--- src/rtl/pipe_pkg.sv ---
// Shared types and helpers for the generic pipeline stage register.
package pipe_pkg;

    typedef enum logic [1:0] {
        EMPTY = 2'd0,
        ONE   = 2'd1,
        TWO   = 2'd2
    } pipe_occ_t;

    // Largest value a w-bit saturating counter can hold (w limited to 1..32).
    function automatic int unsigned sat_max(input int unsigned w);
        if (w >= 32) return 32'hFFFF_FFFF;
        return (32'd1 << w) - 32'd1;
    endfunction

endpackage

--- src/rtl/pipe_stage_if.sv ---
// Upstream/downstream handshake bundle of one pipeline stage register.
interface pipe_stage_if #(
    parameter int WIDTH = 32
);
    // A beat transfers on a side when valid & ready are both high at the rising
    // edge; a valid beat holds its data stable until it transfers.
    logic             in_valid;
    logic             in_ready;
    logic [WIDTH-1:0] in_data;
    logic             flush;
    logic             out_valid;
    logic             out_ready;
    logic [WIDTH-1:0] out_data;

    modport stage (
        input  in_valid, in_data, flush, out_ready,
        output in_ready, out_valid, out_data
    );

    modport tb (
        output in_valid, in_data, flush, out_ready,
        input  in_ready, out_valid, out_data
    );

endinterface

--- src/rtl/sat_counter.sv ---
// Saturating up-counter that adds 0..3 per cycle and never wraps.
module sat_counter #(
    parameter int CNT_W = 16
) (
    input  logic             clk,
    input  logic             rst,
    input  logic             clear,
    input  logic [1:0]       inc_amt,
    output logic [CNT_W-1:0] value
);

    localparam logic [CNT_W+1:0] MAX = {2'b00, {CNT_W{1'b1}}};

    logic [CNT_W+1:0] sum;

    assign sum = {2'b00, value} + {{CNT_W{1'b0}}, inc_amt};

    always_ff @(posedge clk or posedge rst) begin
        if (rst) begin
            value <= '0;
        end else if (clear) begin
            value <= '0;
        end else if (sum > MAX) begin
            value <= MAX[CNT_W-1:0];
        end else begin
            value <= sum[CNT_W-1:0];
        end
    end

endmodule

--- src/rtl/pipe_stage_reg.sv ---
// Valid/ready pipeline stage register with optional skid entry, synchronous
// flush to a bubble value and saturating stall/idle/drop counters.
module pipe_stage_reg
    import pipe_pkg::*;
#(
    parameter int               WIDTH       = 32,
    parameter bit               SKID        = 1'b1,
    parameter logic [WIDTH-1:0] FLUSH_VALUE = '0,
    parameter int               CNT_W       = 16
) (
    input  logic             clk,
    input  logic             rst,
    pipe_stage_if.stage      bus,
    output logic [1:0]       occupancy,
    output logic [CNT_W-1:0] stall_cnt,
    output logic [CNT_W-1:0] idle_cnt,
    output logic [CNT_W-1:0] drop_cnt,
    output pipe_occ_t        state_dbg
);

    pipe_occ_t        state_q, state_n;
    logic [WIDTH-1:0] main_q, main_n;
    logic [WIDTH-1:0] skid_q, skid_n;
    logic             in_ready;
    logic             out_valid;
    logic             in_fire;
    logic             out_fire;

    assign out_valid = (state_q != EMPTY);
    assign in_fire   = bus.in_valid & in_ready;
    assign out_fire  = out_valid & bus.out_ready;

    generate
        if (SKID) begin : g_skid
            // Registered ready: low exactly while both entries are occupied.
            logic rdy_q;
            always_ff @(posedge clk or posedge rst) begin
                if (rst) rdy_q <= 1'b1;
                else     rdy_q <= (state_n != TWO);
            end
            assign in_ready = rdy_q;
        end else begin : g_comb
            assign in_ready = !out_valid | bus.out_ready;
        end
    endgenerate

    always_comb begin
        state_n = state_q;
        main_n  = main_q;
        skid_n  = skid_q;
        if (bus.flush) begin
            state_n = EMPTY;
            main_n  = FLUSH_VALUE;
            skid_n  = FLUSH_VALUE;
        end else begin
            case (state_q)
                EMPTY: begin
                    if (in_fire) begin
                        main_n  = bus.in_data;
                        state_n = ONE;
                    end
                end
                ONE: begin
                    if (in_fire && !out_fire) begin
                        skid_n  = bus.in_data;
                        state_n = TWO;
                    end else if (in_fire && out_fire) begin
                        main_n  = bus.in_data;
                    end else if (out_fire) begin
                        main_n  = FLUSH_VALUE;
                        state_n = EMPTY;
                    end
                end
                TWO: begin
                    if (out_fire) begin
                        main_n  = skid_q;
                        skid_n  = FLUSH_VALUE;
                        state_n = ONE;
                    end
                end
                default: state_n = EMPTY;
            endcase
        end
    end

    always_ff @(posedge clk or posedge rst) begin
        if (rst) begin
            state_q <= EMPTY;
            main_q  <= FLUSH_VALUE;
            skid_q  <= FLUSH_VALUE;
        end else begin
            state_q <= state_n;
            main_q  <= main_n;
            skid_q  <= skid_n;
        end
    end

    assign bus.in_ready  = in_ready;
    assign bus.out_valid = out_valid;
    assign bus.out_data  = main_q;
    assign occupancy     = state_q;
    assign state_dbg     = state_q;

    // Entries killed by a flush: whatever stays behind plus any beat accepted now.
    logic [1:0] drop_amt;
    logic [1:0] stall_inc;
    logic [1:0] idle_inc;
    logic [1:0] drop_inc;

    assign drop_amt  = occupancy - {1'b0, out_fire} + {1'b0, in_fire};
    assign stall_inc = {1'b0, out_valid & !bus.out_ready};
    assign idle_inc  = {1'b0, !out_valid & bus.out_ready};
    assign drop_inc  = bus.flush ? drop_amt : 2'd0;

    sat_counter #(.CNT_W(CNT_W)) u_stall_cnt (
        .clk(clk), .rst(rst), .clear(1'b0), .inc_amt(stall_inc), .value(stall_cnt)
    );

    sat_counter #(.CNT_W(CNT_W)) u_idle_cnt (
        .clk(clk), .rst(rst), .clear(1'b0), .inc_amt(idle_inc), .value(idle_cnt)
    );

    sat_counter #(.CNT_W(CNT_W)) u_drop_cnt (
        .clk(clk), .rst(rst), .clear(1'b0), .inc_amt(drop_inc), .value(drop_cnt)
    );

endmodule

--- src/flat_wrapper.sv ---
// flat-port wrapper written by rule: the top's interface ports become plain ports
module pipe_stage_reg_flat import pipe_pkg::*;
#(
    parameter int               WIDTH       = 32,
    parameter bit               SKID        = 1'b1,
    parameter logic [WIDTH-1:0] FLUSH_VALUE = '0,
    parameter int               CNT_W       = 16
)
  (clk, rst, occupancy, stall_cnt, idle_cnt, drop_cnt, state_dbg, bus_in_valid, bus_in_data, bus_flush, bus_out_ready, bus_in_ready, bus_out_valid, bus_out_data);
  pipe_stage_if #(.WIDTH(WIDTH)) bus_i ();
  input  logic clk;
  input  logic rst;
  output logic [1:0] occupancy;
  output logic [CNT_W-1:0] stall_cnt;
  output logic [CNT_W-1:0] idle_cnt;
  output logic [CNT_W-1:0] drop_cnt;
  output pipe_occ_t state_dbg;
  input wire logic [$bits(bus_i.in_valid)-1:0] bus_in_valid;
  input wire logic [$bits(bus_i.in_data)-1:0] bus_in_data;
  input wire logic [$bits(bus_i.flush)-1:0] bus_flush;
  input wire logic [$bits(bus_i.out_ready)-1:0] bus_out_ready;
  output wire logic [$bits(bus_i.in_ready)-1:0] bus_in_ready;
  output wire logic [$bits(bus_i.out_valid)-1:0] bus_out_valid;
  output wire logic [$bits(bus_i.out_data)-1:0] bus_out_data;
  assign bus_i.in_valid = bus_in_valid;
  assign bus_i.in_data = bus_in_data;
  assign bus_i.flush = bus_flush;
  assign bus_i.out_ready = bus_out_ready;
  assign bus_in_ready = bus_i.in_ready;
  assign bus_out_valid = bus_i.out_valid;
  assign bus_out_data = bus_i.out_data;
  pipe_stage_reg #(.WIDTH(WIDTH), .SKID(SKID), .FLUSH_VALUE(FLUSH_VALUE), .CNT_W(CNT_W)) u_core (.clk(clk), .rst(rst), .bus(bus_i), .occupancy(occupancy), .stall_cnt(stall_cnt), .idle_cnt(idle_cnt), .drop_cnt(drop_cnt), .state_dbg(state_dbg));
endmodule
--- config.mk ---
export PLATFORM = sky130hd
export DESIGN_NAME = pipe_stage_reg_flat
export DESIGN_NICKNAME = d
export VERILOG_FILES = /design/src/rtl/pipe_pkg.sv /design/src/rtl/pipe_stage_if.sv /design/src/rtl/sat_counter.sv /design/src/rtl/pipe_stage_reg.sv /design/src/flat_wrapper.sv
export SDC_FILE = /design/constraint.sdc
export NUM_CORES = 1
export LEC_CHECK = 0
export CAP_MARGIN = 20
export CORE_UTILIZATION = 53
export DETAILED_ROUTE_END_ITERATION = 16
export PLACE_DENSITY = 0.81
export SLEW_MARGIN = 15
export SYNTH_ARGS = -nofsm -noshare
export SYNTH_HDL_FRONTEND = slang
export SYNTH_HIERARCHICAL = 1
export SYNTH_SLANG_ARGS = --single-unit
--- constraint.sdc ---
create_clock -name clk -period 4.15 [get_ports clk]
set_input_delay 1.245 -clock clk [delete_from_list [all_inputs] [get_ports clk]]
set_output_delay 1.245 -clock clk [all_outputs]
set_load 0.01 [all_outputs]
==> impl_results.html <==
<table>
<tr><th>Metric</th><th>Value</th></tr>
<tr><th colspan="2">CTS</th></tr>
<tr><td>CTS HTree Levels</td><td>4</td></tr>
<tr><td>Count of clock tree sinks</td><td>115</td></tr>
<tr><td>Count of buffers added by post-CTS timing repair for setup</td><td>0</td></tr>
<tr><td>Hold bufs inserted after CTS</td><td>0</td></tr>
<tr><td>Maximum count of clock buffers along a single path</td><td>2</td></tr>
<tr><td>Number of buffers added by the clock tree synthesis step</td><td>17</td></tr>
<tr><td>Post-cts sizing count</td><td>0</td></tr>
<tr><td>Clock insertion delay at the later pin of the skew report</td><td>410 ps</td></tr>
<tr><td>Clock input transition at the sequential cells of the worst setup and hold paths</td><td>50 ps</td></tr>
<tr><td>Root buffer selected by CTS</td><td>sky130_fd_sc_hd__clkbuf_16</td></tr>
<tr><td>Clock tree from TritonCTS</td><td>done</td></tr>
<tr><th colspan="2">Floorplanning</th></tr>
<tr><td>Horizontal die dimension</td><td>115 um</td></tr>
<tr><td>Number of rows in the core area</td><td>40</td></tr>
<tr><td>Die footprint</td><td>13100 sq um</td></tr>
<tr><td>Die height</td><td>115 um</td></tr>
<tr><td>I/O pin total</td><td>123</td></tr>
<tr><td>Initial Utilization</td><td>55.1%</td></tr>
<tr><td>Placeable Area</td><td>12200 sq um</td></tr>
<tr><th colspan="2">Logic synthesis</th></tr>
<tr><td>Sequential area share after synthesis</td><td>42.8%</td></tr>
<tr><td>Synth top area cells</td><td>sky130_fd_sc_hd__dfrtp_1, sky130_fd_sc_hd__a311oi_2, sky130_fd_sc_hd__a21oi_1</td></tr>
<tr><td>Post-synthesis register bit count</td><td>115</td></tr>
<tr><td>Instance count of the mapped netlist</td><td>676</td></tr>
<tr><td>Yosys synthesis warning count</td><td>6</td></tr>
<tr><td>Cell with the most instances after synthesis</td><td>sky130_fd_sc_hd__dfrtp_1</td></tr>
<tr><td>Post-synth top flop</td><td>sky130_fd_sc_hd__dfrtp_1</td></tr>
<tr><td>Fraction of registers with async set/reset</td><td>100%</td></tr>
<tr><td>Summed instance area of the synthesized netlist</td><td>6720 sq um</td></tr>
<tr><td>Leading cell types by count after synthesis</td><td>sky130_fd_sc_hd__dfrtp_1, sky130_fd_sc_hd__a21oi_1, sky130_fd_sc_hd__inv_1</td></tr>
<tr><td>EDFF count, synth</td><td>0</td></tr>
<tr><td>Synthesized area divided by synthesized cell count</td><td>9.95 sq um</td></tr>
<tr><td>Library cell occupying the most area in the post-synthesis netlist</td><td>sky130_fd_sc_hd__dfrtp_1</td></tr>
<tr><td>Share of the synthesized area in the top cell type</td><td>42.4%</td></tr>
<tr><td>Number of distinct library cell variants in the gate-level netlist after synthesis</td><td>52</td></tr>
<tr><th colspan="2">Timing</th></tr>
<tr><td>Setup repair after global routing missed its margin</td><td>false</td></tr>
<tr><td>Finish-stage setup viols</td><td>0</td></tr>
<tr><td>Worst-case headroom to the max-slew limit</td><td>34.2%</td></tr>
<tr><td>Final worst path period share</td><td>94.1%</td></tr>
<tr><td>Clock tree skew after final layout</td><td>5.86 ps</td></tr>
<tr><td>Highest Clock Rate</td><td>0.256 GHz</td></tr>
<tr><td>Final critical delay including setup and external delays</td><td>3910 ps</td></tr>
<tr><td>Slew Viols, Final</td><td>0</td></tr>
<tr><td>Final hold viol count</td><td>0</td></tr>
<tr><td>Worst slew pin tran</td><td>985 ps</td></tr>
<tr><th colspan="2">Place</th></tr>
<tr><td>Number of I/O port buffers</td><td>122</td></tr>
<tr><td>Placed standard-cell area</td><td>7990 sq um</td></tr>
<tr><td>Placed Instances</td><td>926</td></tr>
<tr><td>Detailed-placement wirelength estimate</td><td>11400 um</td></tr>
<tr><td>Weighted congestion at the end of routability-driven global placement</td><td>0.883</td></tr>
<tr><th colspan="2">Final layout</th></tr>
<tr><td>Final instance count without filler cells</td><td>958</td></tr>
<tr><td># fillers</td><td>948</td></tr>
<tr><td>Final net count</td><td>831</td></tr>
<tr><td>Post-synthesis to final-layout area growth</td><td>29.3%</td></tr>
<tr><td>Summed area of non-filler cells in the final layout</td><td>8700 sq um</td></tr>
<tr><td>Share of layout cells above drive strength 1</td><td>13.2%</td></tr>
<tr><td>Number of diodes added for antenna fixing</td><td>0</td></tr>
<tr><th colspan="2">Critical path</th></tr>
<tr><td>Critical-path maximum fanout</td><td>13</td></tr>
<tr><td>Critical Setup Path Class</td><td>primary input to flip-flop</td></tr>
<tr><td>Sort of element at the end of the critical path</td><td>flip-flop</td></tr>
<tr><td>Critical path data arrival time</td><td>4170 ps</td></tr>
<tr><td>Kind of start point of the critical path</td><td>primary input</td></tr>
<tr><td>R2R cell count</td><td>13</td></tr>
<tr><td>CP required</td><td>4410 ps</td></tr>
<tr><th colspan="2">Routing</th></tr>
<tr><td>DRT antenna net count</td><td>0</td></tr>
<tr><td>Number of DRC violations after detailed-routing iteration 0</td><td>538</td></tr>
<tr><td>Routed via count</td><td>5859</td></tr>
<tr><td>Pre-antenna DRT Iters</td><td>5</td></tr>
<tr><td>Wire length reported by the detailed router</td><td>17700 um</td></tr>
<tr><td>Via density</td><td>6.12</td></tr>
<tr><td>Per-cell routed wire length</td><td>18.5 um</td></tr>
<tr><td>Drc violations</td><td>0</td></tr>
<tr><th colspan="2">Min path</th></tr>
<tr><td>Worst hold path cell count</td><td>2</td></tr>
<tr><td>HP Class</td><td>flip-flop to flip-flop</td></tr>
<tr><th colspan="2">Power</th></tr>
<tr><td>Leakage Power</td><td>3.54 nW</td></tr>
<tr><td>Internal power consumption</td><td>0.00296 W</td></tr>
<tr><td>Switching part of the total power</td><td>29.9%</td></tr>
<tr><td>Combinational Power Share</td><td>27.6%</td></tr>
<tr><td>Portion of total power attributed to the clock network</td><td>40.5%</td></tr>
<tr><td>Maximum VDD drop</td><td>0.302 mV</td></tr>
<tr><td>Sequential cell fraction of total power</td><td>31.9%</td></tr>
<tr><td>Power per standard cell area</td><td>486 nW/um^2</td></tr>
<tr><td>Net Sw Power</td><td>0.00127 W</td></tr>
<tr><th colspan="2">Global routing</th></tr>
<tr><td>Via count of the first global-routing pass</td><td>5759</td></tr>
<tr><td>Global-route wire length before repair</td><td>29200 um</td></tr>
<tr><td>Initial antenna violation count</td><td>0</td></tr>
<tr><td>Overall fraction of global-route tracks in use</td><td>28.5%</td></tr>
<tr><td>Total global routing overflow</td><td>0</td></tr>
<tr><td>Maximum number of pins on one net before global-route repair</td><td>67</td></tr>
<tr><th colspan="2">Run status</th></tr>
<tr><td>Outcome</td><td>complete, no violations</td></tr>
<tr><th colspan="2">Flow run</th></tr>
<tr><td>Max cap viols</td><td>0</td></tr>
</table>
-- final cells by class --
cell class	count	area, sq um	area share [%]
Multi-Input combinational cell	450	3340	38.4
Inverter	52	195	2.24
Clock buffer	23	498	5.73
Sequential cell	115	2880	33.1
Timing Repair Buffer	142	1380	15.9
Tap cell	168	210	2.42
Clock inverter	8	195	2.24
-- through the flow --
step	total power (W)	setup TNS (ps)	worst slack (ps)	hold slack, ps	utilization, %
2_1_floorplan	0.00210	0	173	505	-
3_3_place_gp	0.00246	-634	-64.7	514	65.4
3_5_place_dp	0.00251	-1490	-145	520	65.4
4_1_cts	0.00423	0	280	533	71.1
5_1_grt	0.00441	0	128	546	71.2
6_report	0.00423	0	243	532	71.2
-- kinds of logic after synthesis --
| logic type | synth area share [%] |
|---|---|
| XOR/XNOR | 4.17 |
| AND/OR/NAND/NOR | 17.9 |
| multiplexers | 0.149 |
| adder cells (fa/ha/maj) | 3.31 |
| AO/OA/AOI/OAI | 23.3 |
| other | 0.0558 |
| flip-flops | 42.8 |
| buffers and inverters | 8.37 |
-- metal layers --
| layer | global-route usage [%] | up-vias | wire length [um] |
|---|---|---|---|
| met3 | 5.72 | 31 | 1040 |
| met1 | 36.9 | 2911 | 7460 |
| met4 | 10.0 | 0 | 354 |
| li1 | - | 2681 | - |
| met2 | 47.7 | 236 | 8880 |
| met5 | 0 | - | 0 |
-- state kept, by name (all words and copies together) (netlist names) --
signal                    count
u_core/bus.in_ready           1
u_core/bus.out_data          32
u_core/u_stall_cnt/value     16
u_core/u_drop_cnt/value      16
u_core/u_idle_cnt/value      16
u_core/occupancy              2
u_core/skid_q                32
-- worst paths after layout --
kind                                                from                                     to  slack (ps)
hold reg to reg             u_core/skid_q[5]$_DFFE_PP0P_           u_core/skid_q[5]$_DFFE_PP0P_         530
setup / recovery                            bus_in_valid  u_core/u_drop_cnt/value[13]$_DFF_PP0_         240
max in group asynchronous                            rst          u_core/skid_q[27]$_DFFE_PP0P_        1920
min in group asynchronous                            rst   u_core/u_idle_cnt/value[8]$_DFF_PP0_        1380
hold / removal              u_core/skid_q[5]$_DFFE_PP0P_           u_core/skid_q[5]$_DFFE_PP0P_         530
setup reg to reg           u_core/occupancy[0]$_DFF_PP0_  u_core/u_drop_cnt/value[13]$_DFF_PP0_         770
-- power groups by stage --
stage / sequential, W / clock, W / combinational (W)
after floorplan: 0.00138 / 0 / 0.000729
after global placement: 0.00136 / 0 / 0.00111
after detailed placement: 0.00136 / 0 / 0.00115
after CTS: 0.00135 / 0.00173 / 0.00116
after global routing: 0.00136 / 0.00178 / 0.00126
final: 0.00135 / 0.00171 / 0.00117
-- worst max-delay path, cell delays in order --
cell                              delay [ps]
sky130_fd_sc_hd__clkdlybuf4s50_1         510
sky130_fd_sc_hd__and2_1                  170
sky130_fd_sc_hd__inv_1                    60
sky130_fd_sc_hd__ha_1                    270
sky130_fd_sc_hd__inv_1                    40
sky130_fd_sc_hd__ha_1                    250
sky130_fd_sc_hd__and2_1                  160
sky130_fd_sc_hd__ha_1                    210
sky130_fd_sc_hd__fa_1                    420
sky130_fd_sc_hd__and3_1                  240
sky130_fd_sc_hd__and4_1                  210
sky130_fd_sc_hd__nand4_2                 250
sky130_fd_sc_hd__a31oi_1                 140
-- layout by cell type (no fill, tap or decap), types with 17 or more instances in the layout --
cell type and n:
sky130_fd_sc_hd__a21oi_1 57, sky130_fd_sc_hd__a221oi_1 32, sky130_fd_sc_hd__a311oi_2 30, sky130_fd_sc_hd__a31oi_1 23, sky130_fd_sc_hd__and3_1 17, sky130_fd_sc_hd__buf_4 18, sky130_fd_sc_hd__clkbuf_16 17, sky130_fd_sc_hd__clkdlybuf4s50_1 121
sky130_fd_sc_hd__dfrtp_1 114, sky130_fd_sc_hd__inv_1 50, sky130_fd_sc_hd__nand2_1 47, sky130_fd_sc_hd__nand3_1 41, sky130_fd_sc_hd__nor2b_1 32, sky130_fd_sc_hd__o31ai_1 32, sky130_fd_sc_hd__xor2_1 21
No activity file was read; power rests on OpenSTA's default activity.
